<file path="config.mk">
export PLATFORM = sky130hd
export DESIGN_NAME = mul_32_32_arb
export DESIGN_NICKNAME = d
export VERILOG_FILES = /design/src/rtl/mul_ctrl_pkg.sv /design/src/rtl/mul_32_32.sv /design/src/rtl/rr_arb.sv /design/src/rtl/mul_32_32_arb.sv
export SDC_FILE = /design/constraint.sdc
export NUM_CORES = 2
export LEC_CHECK = 0
export BUFFER_PORTS_ARGS = -buffer_cell sky130_fd_sc_hd__buf_2
export CORE_ASPECT_RATIO = 0.75
export CORE_MARGIN = 5
export CORE_UTILIZATION = 35
export DETAILED_ROUTE_END_ITERATION = 12
export SYNTH_ARGS = -nofsm -noshare
export SYNTH_HDL_FRONTEND = slang
export SYNTH_SLANG_ARGS = --single-unit
</file>
<file path="constraint.sdc">
create_clock -name clk -period 17.58 [get_ports clk]
set_clock_uncertainty 0.2 [all_clocks]
set_input_delay 0 -clock clk [delete_from_list [all_inputs] [get_ports clk]]
set_output_delay 0 -clock clk [all_outputs]
set_load 0.01 [all_outputs]
</file>
<file path="src/rtl/mul_ctrl_pkg.sv">
// Shared widths and pipeline-stage records for the multiplier arbiter slice.
package mul_ctrl_pkg;

    localparam int unsigned MUL_W     = 32;
    localparam int unsigned PROD_W    = 64;
    localparam int unsigned N_REQ_MAX = 4;
    localparam int unsigned ID_MAX_W  = $clog2(N_REQ_MAX);

    typedef struct packed {
        logic [MUL_W-1:0]    a;
        logic [MUL_W-1:0]    b;
        logic [ID_MAX_W-1:0] id;
        logic                v;
    } s1_t;

    typedef struct packed {
        logic [PROD_W-1:0]   prod;
        logic [ID_MAX_W-1:0] id;
        logic                v;
    } s2_t;

endpackage

</file>
<file path="src/rtl/mul_32_32.sv">
// Combinational 32x32 -> 64 multiplier; behavioural stand-in for the Booth/Wallace datapath.
module mul_32_32 (
    input  logic [31:0] mul_a,
    input  logic [31:0] mul_b,
    output logic [63:0] mul_pro
);

    assign mul_pro = 64'(mul_a) * 64'(mul_b);

endmodule

</file>
<file path="src/rtl/rr_arb.sv">
// Rotating-priority arbiter: search starts at ptr, ptr moves past the winner on a grant.
module rr_arb
    import mul_ctrl_pkg::*;
#(
    parameter int unsigned N_REQ = 2,
    parameter int unsigned ID_W  = $clog2(N_REQ)
) (
    input  logic             clk,
    input  logic             rst,
    input  logic [N_REQ-1:0] req,
    input  logic             advance,
    output logic [N_REQ-1:0] grant,
    output logic [ID_W-1:0]  win_id,
    output logic [ID_W-1:0]  ptr
);

    logic            found;
    logic [ID_W-1:0] cand;

    always_comb begin
        found  = 1'b0;
        win_id = '0;
        cand   = '0;
        for (int unsigned k = 0; k < N_REQ; k++) begin
            cand = ID_W'((32'(ptr) + k) % N_REQ);
            if (!found && req[cand]) begin
                found  = 1'b1;
                win_id = cand;
            end
        end
    end

    assign grant = (found && advance) ? (N_REQ'(1) << win_id) : '0;

    always_ff @(posedge clk) begin
        if (rst) begin
            ptr <= '0;
        end else if (found && advance) begin
            ptr <= (win_id == ID_W'(N_REQ - 1)) ? '0 : win_id + ID_W'(1);
        end
    end

endmodule

</file>
<file path="src/rtl/mul_32_32_arb.sv">
// Shares one mul_32_32 between N_REQ requesters through a two-stage pipeline.
// Optional perf counters: define MUL_ARB_PERF_EN.
module mul_32_32_arb
    import mul_ctrl_pkg::*;
#(
    parameter  int unsigned N_REQ = 2,
    localparam int unsigned ID_W  = $clog2(N_REQ)
) (
    input  logic                clk,
    input  logic                rst,
    input  logic [N_REQ-1:0]    req_valid,
    output logic [N_REQ-1:0]    req_ready,
    input  logic [N_REQ*32-1:0] req_a,
    input  logic [N_REQ*32-1:0] req_b,
    output logic                resp_valid,
    input  logic                resp_ready,
    output logic [63:0]         resp_data,
    output logic [ID_W-1:0]     resp_id
`ifdef MUL_ARB_PERF_EN
    ,output logic [N_REQ*32-1:0] perf_grant_cnt
    ,output logic [31:0]         perf_stall_cnt
`endif
);

    s1_t              s1;
    s2_t              s2;
    logic             s1_adv;
    logic             s2_adv;
    logic             accept;
    logic [N_REQ-1:0] grant;
    logic [ID_W-1:0]  win_id;
    logic [ID_W-1:0]  ptr;
    logic [MUL_W-1:0] sel_a;
    logic [MUL_W-1:0] sel_b;
    logic [PROD_W-1:0] prod;
    logic             unused_bits;

    assign s2_adv = !s2.v || resp_ready;
    assign s1_adv = !s1.v || s2_adv;

    rr_arb #(.N_REQ(N_REQ), .ID_W(ID_W)) u_arb (
        .clk     (clk),
        .rst     (rst),
        .req     (req_valid),
        .advance (s1_adv && !rst),
        .grant   (grant),
        .win_id  (win_id),
        .ptr     (ptr)
    );

    assign req_ready = grant;
    assign accept    = |grant;
    assign sel_a     = req_a[32'(win_id)*MUL_W +: MUL_W];
    assign sel_b     = req_b[32'(win_id)*MUL_W +: MUL_W];

    mul_32_32 u_mul (
        .mul_a   (s1.a),
        .mul_b   (s1.b),
        .mul_pro (prod)
    );

    always_ff @(posedge clk) begin
        if (rst) begin
            s1 <= '0;
            s2 <= '0;
        end else begin
            if (s2_adv) begin
                s2 <= '{prod: prod, id: s1.id, v: s1.v};
            end
            // an accept implies S1 is empty or draining into S2 this same edge
            if (accept) begin
                s1 <= '{a: sel_a, b: sel_b, id: ID_MAX_W'(win_id), v: 1'b1};
            end else if (s2_adv) begin
                s1.v <= 1'b0;
            end
        end
    end

    assign resp_valid  = s2.v;
    assign resp_data   = s2.prod;
    assign resp_id     = s2.id[ID_W-1:0];
    assign unused_bits = ^{ptr, s2.id};

`ifdef MUL_ARB_PERF_EN
    logic [31:0] grant_cnt [N_REQ];
    logic [31:0] stall_cnt;

    always_ff @(posedge clk) begin
        if (rst) begin
            for (int unsigned i = 0; i < N_REQ; i++) grant_cnt[i] <= '0;
            stall_cnt <= '0;
        end else begin
            for (int unsigned i = 0; i < N_REQ; i++) begin
                if (grant[i]) grant_cnt[i] <= grant_cnt[i] + 32'd1;
            end
            if (s2.v && !resp_ready) stall_cnt <= stall_cnt + 32'd1;
        end
    end

    always_comb begin
        perf_grant_cnt = '0;
        for (int unsigned i = 0; i < N_REQ; i++) perf_grant_cnt[i*32 +: 32] = grant_cnt[i];
    end
    assign perf_stall_cnt = stall_cnt;
`endif

endmodule

</file>
==> metrics.csv <==
metric,value,unit
Setup WS post-layout,9.08,ns
number of cells on the worst reg-to-reg path,25,
Netlist cell types,58,
run status,completed,
design area,42100,um2
maximum operating frequency,118,MHz
antenna violations before repair,8,
share of the synthesized area in the top cell type,0.474,
critical path class,flip-flop to flip-flop,
Worst setup EP type,flip-flop,
cts bufs inserted,17,
CTS tree,done,
placer congestion estimate,0.895,
Net Sw Frac,0.488,
startpoint kind of the worst setup timing path,flip-flop,
worst hold slack,0.0940,ns
endpoint arrival time on the critical path,8.70,ns
Filler Cells Inserted,10778,
post-detailed-route count of antenna-violating nets,0,
largest fanout of any net on the critical path,21,
number of input and output port buffers inserted,200,
insertion delay to the later sink of the worst-skew pair,0.52,ns
ratio of cells with drive above 1 in the final layout,0.0738,
die extent in x,390,um
number of nets at the end of the flow,5599,
detailed-route via count,28772,
height of the die,295,um
multi-input combinational cell area,30900,um2
biggest area contributors in the synthesized netlist,"sky130_fd_sc_hd__fa_1 47%, sky130_fd_sc_hd__and2_1 10%, sky130_fd_sc_hd__ha_1 8.7%",
"most common cell after layout, fill and taps aside",sky130_fd_sc_hd__fa_1,
number of enable-type register cells in the synthesized netlist,0,
biggest area consumer among synthesized cells,sky130_fd_sc_hd__fa_1,
remaining design rule violation count,0,
Avg Synthesized Cell Area,9.10,um2
Final Max Tran Viols,0,
share of total power in combinational logic,0.588,
pin count of the biggest net entering global routing,68,
number of global-route vias before repair,31334,
violation count after the first detailed-route iteration,1888,
floorplan row count,104,
end of the worst hold path,s1[44]$_SDFFE_PP0P_,
mapped cell area,37800,um2
Overall Global Routing Usage,0.201,
multiplexer fraction of the synthesized cell area,0,
clock net sink count,133,
hold wc startpoint,req_a[9],
"Cell Area, Placed",40100,um2
"Clk pin slew, worst setup/hold paths",0.10,ns
Area Growth Syn to Fin,11.3,%
core region area,107000,um2
share of power burned in registers,0.207,
Reg area,2670,um2
register-to-register path setup slack,9.08,ns
Internal Pwr Total,0.000978,W
simple logic cell fraction of the synthesized area,0.176,
endpoint required time on the critical path,17.78,ns
Clk pwr share,0.206,
number of optimization iterations in the first detailed-route pass,9,
Psw,0.000932,W
class of the tightest hold or removal check,input port to flip-flop,
cell at the root of the clock tree,sky130_fd_sc_hd__clkbuf_16,
main flop type after synthesis,sky130_fd_sc_hd__dfxtp_1,
xor/xnor cell area share of the yosys netlist,0.0141,
final setup violation count,0,
maximum vdd ir drop,66.6,uV
adder-cell share of the synthesized area,0.561,
normalized max-slew margin,0.282,
number of top-level pins,201,
Resize count post-CTS,0,
Tcrit/Tclk final,0.484,
Reg-to-Reg Start,s1[5]$_SDFFE_PP0P_,
Hold Path Cell Cnt,4,
setup repair after global routing missed its margin,false,
sequential fraction of the synthesis area,0.0704,
"top library cells by usage in the layout, fill and taps aside","896 x sky130_fd_sc_hd__fa_1, 862 x sky130_fd_sc_hd__inv_1, 610 x sky130_fd_sc_hd__and2_1",
Total Die Area,115000,um2
critical register-to-register path endpoint,resp_data[59]$_SDFFE_PP0P_,
Max H-tree Level,4,
power density cells,45.4,nW/um2
start point of the critical path,s1[5]$_SDFFE_PP0P_,
remaining global-route overflow,0,
number of warning messages in the yosys log,0,
Initial Utilization,0.352,
Leakage,20.8,nW
routed length per instance,19.5,um
fin crit period,8.50,ns
first-pass GRT wire length,180,mm
total wire length,112,mm
post-synthesis cell count,4158,
asr flop ratio synth,0,
final count of hold timing violations,0,
Avg Vias per Cell,5.00,
clock buffer depth,2,
fraction of the mapped netlist area in compound gates,0.0656,
Least-Margin Pin Slew,1.08,ns
main combinational cell family by area after synthesis,adder cells,
register bit total from synthesis,133,
Placement Setup Slack,9.20,ns
half-perimeter wire length after detailed placement,86.8,mm
syn nets,5450,
final-layout setup total negative slack,0,ns
maxcap violations,0,
[power by group through the flow]
stage               Sequential (W)  Clock (W)  Combinational [W]
floorplan                 0.000394          0           0.000685
global placement          0.000400          0            0.00107
detailed placement        0.000400          0            0.00108
CTS                       0.000394   0.000408            0.00113
global route              0.000399   0.000415            0.00124
finish                    0.000395   0.000393            0.00112
[layout make-up]
type / count / share of cell area
inverter: 862 / 0.0769
clock inverter: 13 / 0.00327
clock buffer: 19 / 0.0108
antenna: 5 / 0.000297
sequential: 133 / 0.0634
tap: 1431 / 0.0425
timing repair buffer: 402 / 0.0681
multi-input combinational: 2891 / 0.735
[through the flow]
step | power (W) | util | instances
2_1_floorplan | 0.00108 | - | 4158
3_3_place_gp | 0.00147 | 0.374 | 5580
3_5_place_dp | 0.00148 | 0.374 | 5580
4_1_cts | 0.00193 | 0.392 | 5751
5_1_grt | 0.00205 | 0.392 | 5752
6_report | 0.00191 | 0.392 | 5756
[registers in the layout, indices dropped and copies added, names as in the netlist]
register,count
u_arb.ptr,1
resp_data,64
resp_valid,1
s1,66
resp_id,1
[cell families after synthesis]
| kind of cell | after synthesis |
|---|---|
| AND/OR/NAND/NOR | 1320 |
| adder cells (fa/ha/maj) | 1159 |
| buffers and inverters | 1134 |
| AO/OA/AOI/OAI | 351 |
| flip-flops | 133 |
| XOR/XNOR | 61 |
[synthesized netlist by cell type (2+ instances only)]
cell and instances:
sky130_fd_sc_hd__o31ai_1 3, sky130_fd_sc_hd__o21ai_0 40, sky130_fd_sc_hd__a21o_1 28, sky130_fd_sc_hd__a222oi_1 64, sky130_fd_sc_hd__buf_1 6, sky130_fd_sc_hd__a31o_2 2, sky130_fd_sc_hd__a31oi_1 5, sky130_fd_sc_hd__nand2b_1 6
sky130_fd_sc_hd__inv_1 862, sky130_fd_sc_hd__a21oi_1 124, sky130_fd_sc_hd__a22o_1 23, sky130_fd_sc_hd__o41a_1 2, sky130_fd_sc_hd__nand4_1 26, sky130_fd_sc_hd__nand2_1 530, sky130_fd_sc_hd__a211o_1 2, sky130_fd_sc_hd__xor2_1 24
sky130_fd_sc_hd__xnor2_1 37, sky130_fd_sc_hd__o21bai_1 16, sky130_fd_sc_hd__dfxtp_1 133, sky130_fd_sc_hd__and2_1 610, sky130_fd_sc_hd__ha_1 263, sky130_fd_sc_hd__a211oi_1 12, sky130_fd_sc_hd__nand3_1 16, sky130_fd_sc_hd__nor2_1 101
sky130_fd_sc_hd__o21a_1 4, sky130_fd_sc_hd__buf_2 2, sky130_fd_sc_hd__nor4_1 4, sky130_fd_sc_hd__o221ai_1 3, sky130_fd_sc_hd__or3_1 4, sky130_fd_sc_hd__nor3_1 10, sky130_fd_sc_hd__clkbuf_1 263, sky130_fd_sc_hd__fa_1 896
sky130_fd_sc_hd__nor2b_1 8, sky130_fd_sc_hd__o211ai_1 5
[what timing repair did]
action | in CTS | in global routing
setup buffers | 0 | 0
hold buffers | 139 | 0
hold endpoints to repair | 107 | 0
[critical path, cell delays in order, from the launching register on]
cell and delay (ns):
sky130_fd_sc_hd__dfxtp_1 0.61, sky130_fd_sc_hd__buf_4 0.32, sky130_fd_sc_hd__and2_1 0.19, sky130_fd_sc_hd__fa_1 0.39, sky130_fd_sc_hd__inv_1 0.08, sky130_fd_sc_hd__fa_1 0.42, sky130_fd_sc_hd__fa_1 0.51, sky130_fd_sc_hd__fa_1 0.56
sky130_fd_sc_hd__inv_1 0.05, sky130_fd_sc_hd__fa_1 0.50, sky130_fd_sc_hd__inv_1 0.06, sky130_fd_sc_hd__fa_1 0.58, sky130_fd_sc_hd__inv_1 0.08, sky130_fd_sc_hd__fa_1 0.51, sky130_fd_sc_hd__fa_1 0.44, sky130_fd_sc_hd__ha_1 0.47
sky130_fd_sc_hd__nand4_2 0.17, sky130_fd_sc_hd__or2_4 0.29, sky130_fd_sc_hd__o41a_1 0.44, sky130_fd_sc_hd__o22ai_1 0.17, sky130_fd_sc_hd__nor4_1 0.12, sky130_fd_sc_hd__o31a_1 0.33, sky130_fd_sc_hd__o41a_1 0.43, sky130_fd_sc_hd__a21oi_1 0.21
sky130_fd_sc_hd__xor2_1 0.08, sky130_fd_sc_hd__a22o_1 0.20
[layer usage]
layer	vias up	track usage	wire, um
met5	-	0	40
met4	6	0.0506	2620
met3	136	0.0435	8280
met2	943	0.328	52400
met1	14975	0.274	48700
li1	12712	-	-
[worst max path at each step]
| stage | endpoint | depth (start not counted) |
|---|---|---|
| final | resp_data[59]$_SDFFE_PP0P_ | 25 |
| after global routing | resp_data[59]$_SDFFE_PP0P_ | 25 |
| after CTS | resp_data[59]$_SDFFE_PP0P_ | 25 |
| after detailed placement | resp_data[59]$_SDFFE_PP0P_ | 25 |
| after global placement | resp_data[59]$_SDFFE_PP0P_ | 25 |
| after floorplan | resp_data[59]$_SDFFE_PP0P_ | 26 |
(Power assumes the default switching activity.)
